**src/rtl/switch_core_n.sv**
```systemverilog
// Three-stage switch core: main FIFO -> per-VC FIFOs -> per-destination FIFOs, with a control FSM.
// Define SWITCH_CORE_RR_ARB_EN for a round-robin VC arbiter; the default build uses fixed priority.
module switch_core_n #(
   parameter int DATA_SIZE  = 6,
   parameter int NUM_VC     = 2,
   parameter int NUM_DEST   = 2,
   parameter int MAIN_DEPTH = 8,
   parameter int VC_DEPTH   = 16,
   parameter int D_DEPTH    = 4,
   localparam int MAW = $clog2(MAIN_DEPTH) + 1,
   localparam int VAW = $clog2(VC_DEPTH) + 1,
   localparam int DAW = $clog2(D_DEPTH) + 1,
   localparam int NF  = 1 + NUM_VC + NUM_DEST
) (
   input  logic                          clk,
   input  logic                          reset_L,
   input  logic                          init,
   input  logic [DATA_SIZE-1:0]          data_in,
   input  logic                          push_main,
   input  logic [NUM_DEST-1:0]           pop_d,
   input  logic [MAW-1:0]                af_mf_i,
   input  logic [MAW-1:0]                ae_mf_i,
   input  logic [VAW-1:0]                af_vc_i,
   input  logic [VAW-1:0]                ae_vc_i,
   input  logic [DAW-1:0]                af_d_i,
   input  logic [DAW-1:0]                ae_d_i,
   output logic                          pause_main,
   output logic [NUM_DEST-1:0]           empty_d,
   output logic [NUM_DEST*DATA_SIZE-1:0] data_out,
   output logic [NUM_DEST-1:0]           valid_out,
   output logic [NF-1:0]                 error_out,
   output logic                          active_out,
   output logic                          idle_out
);
   localparam int VB  = $clog2(NUM_VC);
   localparam int DB  = $clog2(NUM_DEST);
   localparam int MPW = $clog2(MAIN_DEPTH);
   localparam int VPW = $clog2(VC_DEPTH);
   localparam int DPW = $clog2(D_DEPTH);

   typedef enum logic [2:0] {S_RESET, S_INIT, S_IDLE, S_ACTIVE, S_ERROR} state_t;
   state_t state, state_nx;

   logic [MAW-1:0] af_mf, ae_mf;
   logic [VAW-1:0] af_vc, ae_vc;
   logic [DAW-1:0] af_d, ae_d;

   logic [DATA_SIZE-1:0] main_mem [MAIN_DEPTH];
   logic [MPW-1:0]       main_wr, main_rd;
   logic [MAW-1:0]       main_cnt;
   logic [DATA_SIZE-1:0] vc_mem [NUM_VC][VC_DEPTH];
   logic [VPW-1:0]       vc_wr [NUM_VC];
   logic [VPW-1:0]       vc_rd [NUM_VC];
   logic [VAW-1:0]       vc_cnt [NUM_VC];
   logic [DATA_SIZE-1:0] d_mem [NUM_DEST][D_DEPTH];
   logic [DPW-1:0]       d_wr [NUM_DEST];
   logic [DPW-1:0]       d_rd [NUM_DEST];
   logic [DAW-1:0]       d_cnt [NUM_DEST];

   logic                 op_en, any_data, main_push, main_pop, main_oflow, grant_any;
   logic [DATA_SIZE-1:0] main_head;
   logic [VB-1:0]        main_head_vc, grant, idx;
   logic [DATA_SIZE-1:0] vc_head [NUM_VC];
   logic [DB-1:0]        vc_head_dest [NUM_VC];
   logic [NUM_VC-1:0]    vc_elig, vc_accept, vc_push, vc_pop;
   logic [NUM_DEST-1:0]  d_accept, d_push, d_pop, d_uflow;
   logic [NF-1:0]        err_nx;
`ifdef SWITCH_CORE_RR_ARB_EN
   logic [VB-1:0]        rr_ptr;
`endif

   // Nothing moves while thresholds are being (re)loaded.
   assign op_en        = (state != S_RESET) && (state != S_INIT);
   assign main_head    = main_mem[main_rd];
   assign main_head_vc = main_head[DATA_SIZE-1 -: VB];

   always_comb begin
      any_data = (main_cnt != '0);
      for (int v = 0; v < NUM_VC; v++) begin
         vc_head[v]      = vc_mem[v][vc_rd[v]];
         vc_head_dest[v] = vc_head[v][DATA_SIZE-1-VB -: DB];
         any_data        = any_data | (vc_cnt[v] != '0);
      end
      for (int k = 0; k < NUM_DEST; k++) any_data = any_data | (d_cnt[k] != '0);
   end

   always_comb begin
      d_pop    = '0;
      d_uflow  = '0;
      d_accept = '0;
      for (int k = 0; k < NUM_DEST; k++) begin
         d_pop[k]    = op_en && pop_d[k] && (d_cnt[k] != '0);
         d_uflow[k]  = op_en && pop_d[k] && (d_cnt[k] == '0);
         d_accept[k] = (d_cnt[k] < af_d) && ((d_cnt[k] < DAW'(D_DEPTH)) || d_pop[k]);
      end
   end

   // Scan from lowest to highest priority so the last hit wins.
   always_comb begin
      vc_elig   = '0;
      grant     = '0;
      grant_any = 1'b0;
      idx       = '0;
      for (int v = 0; v < NUM_VC; v++)
         vc_elig[v] = op_en && (vc_cnt[v] != '0) && d_accept[vc_head_dest[v]];
      for (int i = NUM_VC - 1; i >= 0; i--) begin
`ifdef SWITCH_CORE_RR_ARB_EN
         idx = rr_ptr + VB'(i);
`else
         idx = VB'(i);
`endif
         if (vc_elig[idx]) begin
            grant     = idx;
            grant_any = 1'b1;
         end
      end
   end

   always_comb begin
      vc_pop    = '0;
      vc_push   = '0;
      vc_accept = '0;
      d_push    = '0;
      for (int v = 0; v < NUM_VC; v++) begin
         vc_pop[v]    = grant_any && (grant == VB'(v));
         vc_accept[v] = (vc_cnt[v] < af_vc) && ((vc_cnt[v] < VAW'(VC_DEPTH)) || vc_pop[v]);
      end
      for (int k = 0; k < NUM_DEST; k++)
         d_push[k] = grant_any && (vc_head_dest[grant] == DB'(k));
      main_pop   = op_en && (main_cnt != '0) && vc_accept[main_head_vc];
      for (int v = 0; v < NUM_VC; v++)
         vc_push[v] = main_pop && (main_head_vc == VB'(v));
      main_push  = op_en && push_main && ((main_cnt < MAW'(MAIN_DEPTH)) || main_pop);
      main_oflow = op_en && push_main && !main_push;
      err_nx     = error_out | NF'(main_oflow);
      for (int k = 0; k < NUM_DEST; k++)
         err_nx[1+NUM_VC+k] = error_out[1+NUM_VC+k] | d_uflow[k];
   end

   always_comb begin
      state_nx = state;
      case (state)
         S_RESET:  state_nx = S_INIT;
         S_INIT:   if (!init) state_nx = S_IDLE;
         S_IDLE:   if (init) state_nx = S_INIT; else if (any_data) state_nx = S_ACTIVE;
         S_ACTIVE: if (init) state_nx = S_INIT; else if (!any_data) state_nx = S_IDLE;
         default:  state_nx = S_ERROR;
      endcase
      if ((state != S_RESET) && (|error_out)) state_nx = S_ERROR;
   end

   // Storage arrays carry no reset; stale words are unreachable once counts clear.
   always_ff @(posedge clk) begin
      if (main_push) main_mem[main_wr] <= data_in;
      for (int v = 0; v < NUM_VC; v++)
         if (vc_push[v]) vc_mem[v][vc_wr[v]] <= main_head;
      for (int k = 0; k < NUM_DEST; k++)
         if (d_push[k]) d_mem[k][d_wr[k]] <= vc_head[grant];
   end

   always_ff @(posedge clk) begin
      if (!reset_L) begin
         state     <= S_RESET;
         af_mf     <= MAW'(MAIN_DEPTH - 1);
         ae_mf     <= MAW'(1);
         af_vc     <= VAW'(VC_DEPTH - 1);
         ae_vc     <= VAW'(1);
         af_d      <= DAW'(D_DEPTH - 1);
         ae_d      <= DAW'(1);
         main_wr   <= '0;
         main_rd   <= '0;
         main_cnt  <= '0;
         for (int v = 0; v < NUM_VC; v++) begin
            vc_wr[v]  <= '0;
            vc_rd[v]  <= '0;
            vc_cnt[v] <= '0;
         end
         for (int k = 0; k < NUM_DEST; k++) begin
            d_wr[k]  <= '0;
            d_rd[k]  <= '0;
            d_cnt[k] <= '0;
         end
         data_out  <= '0;
         valid_out <= '0;
         error_out <= '0;
`ifdef SWITCH_CORE_RR_ARB_EN
         rr_ptr    <= '0;
`endif
      end else begin
         state     <= state_nx;
         error_out <= err_nx;
         if (state == S_INIT) begin
            af_mf <= af_mf_i;
            ae_mf <= ae_mf_i;
            af_vc <= af_vc_i;
            ae_vc <= ae_vc_i;
            af_d  <= af_d_i;
            ae_d  <= ae_d_i;
         end
         if (main_push) main_wr <= main_wr + MPW'(1);
         if (main_pop)  main_rd <= main_rd + MPW'(1);
         main_cnt <= main_cnt + MAW'(main_push) - MAW'(main_pop);
         for (int v = 0; v < NUM_VC; v++) begin
            if (vc_push[v]) vc_wr[v] <= vc_wr[v] + VPW'(1);
            if (vc_pop[v])  vc_rd[v] <= vc_rd[v] + VPW'(1);
            vc_cnt[v] <= vc_cnt[v] + VAW'(vc_push[v]) - VAW'(vc_pop[v]);
         end
         for (int k = 0; k < NUM_DEST; k++) begin
            if (d_push[k]) d_wr[k] <= d_wr[k] + DPW'(1);
            if (d_pop[k]) begin
               d_rd[k] <= d_rd[k] + DPW'(1);
               data_out[k*DATA_SIZE +: DATA_SIZE] <= d_mem[k][d_rd[k]];
            end
            d_cnt[k] <= d_cnt[k] + DAW'(d_push[k]) - DAW'(d_pop[k]);
         end
         valid_out <= d_pop;
`ifdef SWITCH_CORE_RR_ARB_EN
         if (grant_any) rr_ptr <= grant + VB'(1);
`endif
      end
   end

   always_comb begin
      pause_main = op_en ? (main_cnt >= af_mf) : 1'b1;
      for (int k = 0; k < NUM_DEST; k++) empty_d[k] = (d_cnt[k] == '0);
   end

   assign active_out = (state == S_ACTIVE);
   assign idle_out   = (state == S_IDLE);
endmodule

```
**config.mk**
```make
export PLATFORM = sky130hd
export DESIGN_NAME = switch_core_n
export DESIGN_NICKNAME = d
export VERILOG_FILES = /design/src/rtl/switch_core_n.sv
export SDC_FILE = /design/constraint.sdc
export NUM_CORES = 1
export LEC_CHECK = 0
export CAP_MARGIN = 20
export CORE_ASPECT_RATIO = 0.6
export CORE_UTILIZATION = 57
export CTS_BUF_LIST = sky130_fd_sc_hd__clkbuf_4 sky130_fd_sc_hd__clkbuf_8
export CTS_CLUSTER_SIZE = 8
export DETAILED_ROUTE_END_ITERATION = 10
export PLACE_DENSITY = 0.83
export SYNTH_ARGS = -nofsm -noshare
export SYNTH_HDL_FRONTEND = slang
export SYNTH_SLANG_ARGS = --single-unit
```
**constraint.sdc**
```tcl
create_clock -name clk -period 4.1 [get_ports clk]
set_input_delay 0.82 -clock clk [delete_from_list [all_inputs] [get_ports clk]]
set_output_delay 0.82 -clock clk [all_outputs]
set_load 0.02 [all_outputs]
```
# --- Word level (Yosys, flattened, before mapping) ---
# Memories as Yosys holds them, arrays and structs flattened. A register that Yosys moved wholly into a read port is not among the register bits.
# Index checks and enable logic that the tools add are counted.
op_classes:
  n_bitwise: 32
  n_reduce_logical: 52
  mux: 95
  n_eq_ne: 10
  add_sub_neg: 20
  order_cmp: 26
ops:
  columns: ["cell", "n"]
  rows:
  - ["$mux 96", 4]
  - ["$mux 24", 4]
  - ["$reduce_or 96->1", 1]
  - ["$mux 6", 15]
  - ["$bmux 6 s4", 2]
  - ["$demux 6 s4", 2]
  - ["$mux 1", 43]
  - ["$logic_and 1x1->1", 31]
  - ["$mux 3", 10]
  - ["$bmux 6 s2", 2]
  - ["$demux 6 s2", 2]
  - ["$reduce_or 24->1", 1]
  - ["$ge 5x5->1 const B", 4]
  - ["$not 4->5", 4]
  - ["$or 1x1->1", 18]
  - ["$add 4x1->4 const B", 4]
  - ["$mux 4", 4]
  - ["$ge 3x3->1 const B", 4]
  - ["$not 2->3", 4]
  - ["$pmux 3 s4", 1]
  - ["$add 5x1->5", 2]
  - ["$lt 5x1->1 const B", 2]
  - ["$lt 5x5->1", 2]
  - ["$lt 5x5->1 const B", 2]
  - ["36 further kinds", 67]
word_totals:
  out_inout_bits: 24
  ramBits: 328
  ff_bits: 44
  input_bits: 36
  elab_cells: 256
  n_memories: 9
memory_table:
  columns: ["memory", "words", "word_bits", "rd", "rd_ports_with_merged_regs", "wr", "line_no", "text"]
  rows:
  - ["vc_mem", 2, 96, 2, 0, 1, "51", "logic [DATA_SIZE-1:0] vc_mem [NUM_VC][VC_DEPTH];"]
  - ["d_mem", 2, 24, 2, 0, 1, "55", "logic [DATA_SIZE-1:0] d_mem [NUM_DEST][D_DEPTH];"]
  - ["main_mem", 8, 6, 1, 1, 1, "48", "logic [DATA_SIZE-1:0] main_mem [MAIN_DEPTH];"]
  - ["vc_cnt", 2, 5, 2, 0, 2, "54", "logic [VAW-1:0] vc_cnt [NUM_VC];"]
  - ["vc_rd", 2, 4, 2, 0, 2, "53", "logic [VPW-1:0] vc_rd [NUM_VC];"]
  - ["vc_wr", 2, 4, 2, 0, 2, "52", "logic [VPW-1:0] vc_wr [NUM_VC];"]
  - ["+3 memories", null, null, null, null, null, null, null]

# --- Depth between registers and ports, before layout ---
logic_depth:
  ltp_word: 23
  ltp_mapped: 17
  depth_no_buf: 17

# --- Least setup slack after synthesis ---
# No wires, ideal clock.
synth_timing:
  kind: "reg2reg"
  from: "memory vc_rd[0][2] (netlist name)"
  to: "register main_cnt[2]"
  setup_time_ns: 0.128
  required_ns: 3.972
  setup_slack_ns: 0.243
  path_buffers: 2
  arrival_ns: 3.730
  path_stages_with_launch: 17
  cell_sequence: "edfxtp_1 -> buf_6 -> mux4_1 -> mux4_2 -> mux2i_1 -> or2_4 -> inv_4 -> a221o_4 -> o31ai_4 -> buf_6 -> ha_1 -> inv_1 -> ha_1 -> inv_1 -> fa_1 -> xor2_1 -> nor2_1"
synth_rtl:
  columns: ["element", "line_no", "text"]
  rows:
  - ["from (decl)", "53", null]
  - ["to (signal assigned)", "202", "main_cnt <= main_cnt + MAW'(main_push) - MAW'(main_pop);"]
  - ["to (decl)", "50", "logic [MAW-1:0] main_cnt;"]

==> results.sh <==
export IMPL_status="completed"
export IMPL_critical_path_buf_inv_count=5
export IMPL_post_synthesis_cell_type_count=59
export IMPL_vias_in_the_first_global_route=8613
export IMPL_internal_power_mw=7.05
export IMPL_holdPathEnd="af_d[2]"
export IMPL_die_width_um=217
export IMPL_htreeDepth=2
export IMPL_holdWs_ns=0.455
export IMPL_holdPathStages=2
export IMPL_setup_viol=0
export IMPL_synth_adder_area_share=0.0515
export IMPL_cpLargestDelayFamily="multiplexers"
export IMPL_vias_per_cell=5.83
export IMPL_crit_arrival_ns=4.43
export IMPL_reg2regPathDepth=15
export IMPL_grt_setup_unrepaired="false"
export IMPL_syn_avg_cell_area_um2=16.4
export IMPL_final_critical_path_setup_slack_ns=0.130
export IMPL_final_min_period_over_clock_period=0.968
export IMPL_clock_sinks=373
export IMPL_synth_main_ff_cell="sky130_fd_sc_hd__edfxtp_1"
export IMPL_antennaDiodeCount=0
export IMPL_critical_path_endpoint_type="register"
export IMPL_wire_per_inst_um=21.5
export IMPL_r2r_end="main_cnt[1]"
export IMPL_synth_xor_area_frac=0.0122
export IMPL_drt_iter0_drc=751
export IMPL_crit_fanout=6
export IMPL_grt_util_met2=0.345
export IMPL_yosysSeqAreaShare=0.670
export IMPL_root_buffer="sky130_fd_sc_hd__clkbuf_8"
export IMPL_worstReg2RegStart="vc_rd[0][2]"
export IMPL_asyncSetResetFlopFracSynth=0
export IMPL_routed_via_count=8574
export IMPL_largest_net_degree_at_the_start_of_global_routing=43
export IMPL_hp_start="af_d[2]"
export IMPL_main_combinational_cell_family_by_area_after_synthesis="multiplexers"
export IMPL_gr_max_usage_layer="met1"
export IMPL_ios=60
export IMPL_simple_gate_fraction_of_synth_area=0.0801
export IMPL_area_growth_syn_to_layout_pct=13.8
export IMPL_tightestPinTransition_ns=0.752
export IMPL_r2r_slack_ns=0.13
export IMPL_crit_required_ns=4.56
export IMPL_layout_nets=1171
export IMPL_placement_cell_area_um2=16800
export IMPL_final_max_slew_viol_count=0
export IMPL_share_clk_of_total_power=0.300
export IMPL_drtPass1Iterations=4
export IMPL_gp_routability_congestion=0.812
export IMPL_critical_path_class="reg2reg"
export IMPL_synth_compound_area_frac=0.0281
export IMPL_grtUsageMet3=0.0602
export IMPL_totalWireLength_mm=31.6
export IMPL_post_layout_nonfiller_instances=1470
export IMPL_clock_path_buffers=3
export IMPL_period_minus_slack_ns=3.97
export IMPL_timing_hold_worst_class="reg2reg"
export IMPL_numCtsBuffers=54
export IMPL_portion_of_total_power_attributed_to_combinational_logic=0.219
export IMPL_p_sw_mw=2.69
export IMPL_chipHeight_um=131
export IMPL_synth_yosys_warnings=0
export IMPL_fp_row_count=46
export IMPL_hold_viol=0
export IMPL_core_area_um2=26800
export IMPL_share_seq_of_total_power=0.480
export IMPL_clk_pin_slew_worst_paths_ns=0.06
export IMPL_total_leakage_power_nw=6.36
export IMPL_post_route_drc_count=0
export IMPL_cp_startpoint="vc_rd[0][2]"
export IMPL_power_per_cell_area_nw_per_um2=542
export IMPL_clock_insertion_delay_worst_skew_ns=0.60
export IMPL_gr_usage_all_layers=0.233
export IMPL_fmax_mhz=252
export IMPL_power_switching_share=0.276
export IMPL_antenna_left=0
export IMPL_grt_first_pass_wirelength_mm=48.7
export IMPL_cts_tree="yes"
export IMPL_design_die_area_um2=28400
export IMPL_max_slew_margin=0.496
export IMPL_synth_edf_count=312
export IMPL_port_buffers=45
export IMPL_postSynthRegisterBits=373
export IMPL_clock_skew_ns=0.0281
export IMPL_crit_path_start_kind="register"
export IMPL_floorplan_initialDensity=0.589
export IMPL_global_route_overflow_total=0
export IMPL_critical_path_max_stage_delay_ns=0.54
export IMPL_crit_path_top_delay_cell="sky130_fd_sc_hd__fa_2"
export IMPL_multiplexer_share_of_the_synthesized_area=0.132
export IMPL_design_area_um2=18000
export IMPL_drive_above_1_share=0.229
export IMPL_path_cells="buf_6, mux4_2, mux4_2, mux2i_1, or2_4, buf_4, inv_4, a221o_4, o31ai_4, ha_4, inv_1, ha_2, inv_1, fa_2, nor2_1"
export IMPL_filler_cell_count=1727
export IMPL_drv_cap=0
export IMPL_mappedNetlistArea_um2=15800
export IMPL_hpwl_mm=21.4
export IMPL_synthCells=963
export IMPL_place_ws_ns=-0.0491
export IMPL_timing_setup_tns_ns=0
export IMPL_final_core_utilization=0.670
export IMPL_total_power_draw_mw=9.73
export IMPL_placedCellCount=1370
export IMPL_use_met1=0.351
export IMPL_antenna_found_initial=2
export IMPL_ir_drop_uv=393
export IMPL_hold_buffers=0
[how the worst max path moves through the flow]
stage | to | slack, ns | cells past startpoint
after global placement | main_cnt[2] | 0.03 | 17
final | main_cnt[1] | 0.13 | 15
after global routing | main_cnt[1] | 0.02 | 15
after floorplan | main_cnt[2] | 0.24 | 16
after detailed placement | main_cnt[2] | -0.05 | 17
after CTS | main_cnt[2] | 0.02 | 16
[synth_stat cells (12+ instances only)]
library cell	instances	area share
sky130_fd_sc_hd__ha_1	57	0.045
sky130_fd_sc_hd__mux2_2	12	0.0086
sky130_fd_sc_hd__a21oi_1	25	0.0079
sky130_fd_sc_hd__xnor2_1	13	0.0072
sky130_fd_sc_hd__nor3_1	21	0.0067
sky130_fd_sc_hd__edfxtp_1	312	0.59
sky130_fd_sc_hd__nor2_1	50	0.012
sky130_fd_sc_hd__mux4_2	74	0.11
sky130_fd_sc_hd__inv_1	56	0.013
sky130_fd_sc_hd__and2_1	23	0.0091
sky130_fd_sc_hd__nand3_1	14	0.0044
sky130_fd_sc_hd__o21ai_0	15	0.0048
sky130_fd_sc_hd__nand2_1	61	0.014
sky130_fd_sc_hd__clkbuf_1	26	0.0062
sky130_fd_sc_hd__dfxtp_1	61	0.077
[worst register-to-register path, stage by stage, from the launching register on]
cell and delay (ns):
sky130_fd_sc_hd__edfxtp_1 0.34, sky130_fd_sc_hd__buf_6 0.13, sky130_fd_sc_hd__mux4_2 0.49, sky130_fd_sc_hd__mux4_2 0.52, sky130_fd_sc_hd__mux2i_1 0.17, sky130_fd_sc_hd__or2_4 0.15
sky130_fd_sc_hd__buf_4 0.13, sky130_fd_sc_hd__inv_4 0.05, sky130_fd_sc_hd__a221o_4 0.44, sky130_fd_sc_hd__o31ai_4 0.29, sky130_fd_sc_hd__ha_4 0.24, sky130_fd_sc_hd__inv_1 0.06
sky130_fd_sc_hd__ha_2 0.17, sky130_fd_sc_hd__inv_1 0.07, sky130_fd_sc_hd__fa_2 0.54, sky130_fd_sc_hd__nor2_1 0.05
[repair_timing]
item | 4_1_cts | 5_1_grt
gates resized for setup | 2 | 7
pin swaps | 2 | 3
setup buffers | 3 | 3
endpoints found under the setup margin | 2 | 4
[final cells by class]
| type | instances | area, um^2 | share of cell area |
|---|---|---|---|
| Sequential cell | 373 | 10600 | 0.589 |
| Multi-Input combinational cell | 490 | 4800 | 0.267 |
| Clock buffer | 92 | 1060 | 0.0590 |
| Timing Repair Buffer | 95 | 837 | 0.0466 |
| Tap cell | 360 | 450 | 0.0251 |
| Inverter | 59 | 224 | 0.0125 |
| Clock inverter | 1 | 5.00 | 0.000279 |
[layer usage]
| layer | part of all wire | vias up | wire, um |
|---|---|---|---|
| met2 | 0.44 | 325 | 14000 |
| met5 | 0.00041 | - | 13 |
| met1 | 0.45 | 4321 | 14200 |
| met3 | 0.095 | 36 | 2990 |
| met4 | 0.011 | 2 | 356 |
| li1 | - | 3890 | - |
[power by group through the flow]
stage               registers, mW  logic, mW  clock network, mW
finish                       4.67       2.14               2.93
floorplan                    4.68       1.48                  0
global route                 4.70       2.35               3.13
global placement             4.74       1.99                  0
detailed placement           4.76       2.07                  0
CTS                          4.67       2.10               2.96
[state kept, by name, indices dropped and copies added, names as in the netlist, named ones only]
register   flops
af_d           3
af_mf          4
af_vc          5
d_cnt          6
d_mem         48
d_rd           4
d_wr           4
data_out      12
error_out      3
main_cnt       4
main_mem      48
main_rd        3
main_wr        3
state          3
valid_out      2
vc_cnt        10
vc_mem       192
vc_rd          8
vc_wr          8
[cell families after synthesis]
kind of cell,count (synthesis)
flip-flops,373
AND/OR/NAND/NOR,237
buffers and inverters,101
multiplexers,99
AO/OA/AOI/OAI,68
adder cells (fa/ha/maj),62
XOR/XNOR,22
other,1
[cells in the final DEF (no fill, tap or decap), types with 3 or more instances in the layout]
cell type and count:
sky130_fd_sc_hd__a21o_1 3, sky130_fd_sc_hd__a21oi_1 25, sky130_fd_sc_hd__and2_1 23, sky130_fd_sc_hd__and3_1 11, sky130_fd_sc_hd__and4_1 4, sky130_fd_sc_hd__and4b_1 8, sky130_fd_sc_hd__buf_4 48, sky130_fd_sc_hd__clkbuf_4 33
sky130_fd_sc_hd__clkbuf_8 59, sky130_fd_sc_hd__clkdlybuf4s50_1 44, sky130_fd_sc_hd__dfxtp_1 61, sky130_fd_sc_hd__edfxtp_1 312, sky130_fd_sc_hd__fa_1 4, sky130_fd_sc_hd__ha_1 55, sky130_fd_sc_hd__inv_1 56, sky130_fd_sc_hd__mux2_2 12
sky130_fd_sc_hd__mux2i_1 4, sky130_fd_sc_hd__mux4_1 5, sky130_fd_sc_hd__mux4_2 78, sky130_fd_sc_hd__nand2_1 61, sky130_fd_sc_hd__nand2b_1 11, sky130_fd_sc_hd__nand3_1 14, sky130_fd_sc_hd__nand3b_1 3, sky130_fd_sc_hd__nor2_1 50
sky130_fd_sc_hd__nor3_1 21, sky130_fd_sc_hd__nor3b_1 6, sky130_fd_sc_hd__nor4bb_1 4, sky130_fd_sc_hd__o211ai_1 7, sky130_fd_sc_hd__o21a_1 3, sky130_fd_sc_hd__o21ai_0 15, sky130_fd_sc_hd__or2_2 4, sky130_fd_sc_hd__or3_1 4
sky130_fd_sc_hd__or3b_2 3, sky130_fd_sc_hd__xnor2_1 13, sky130_fd_sc_hd__xor2_1 9
No activity file was read; power rests on OpenSTA's default activity.
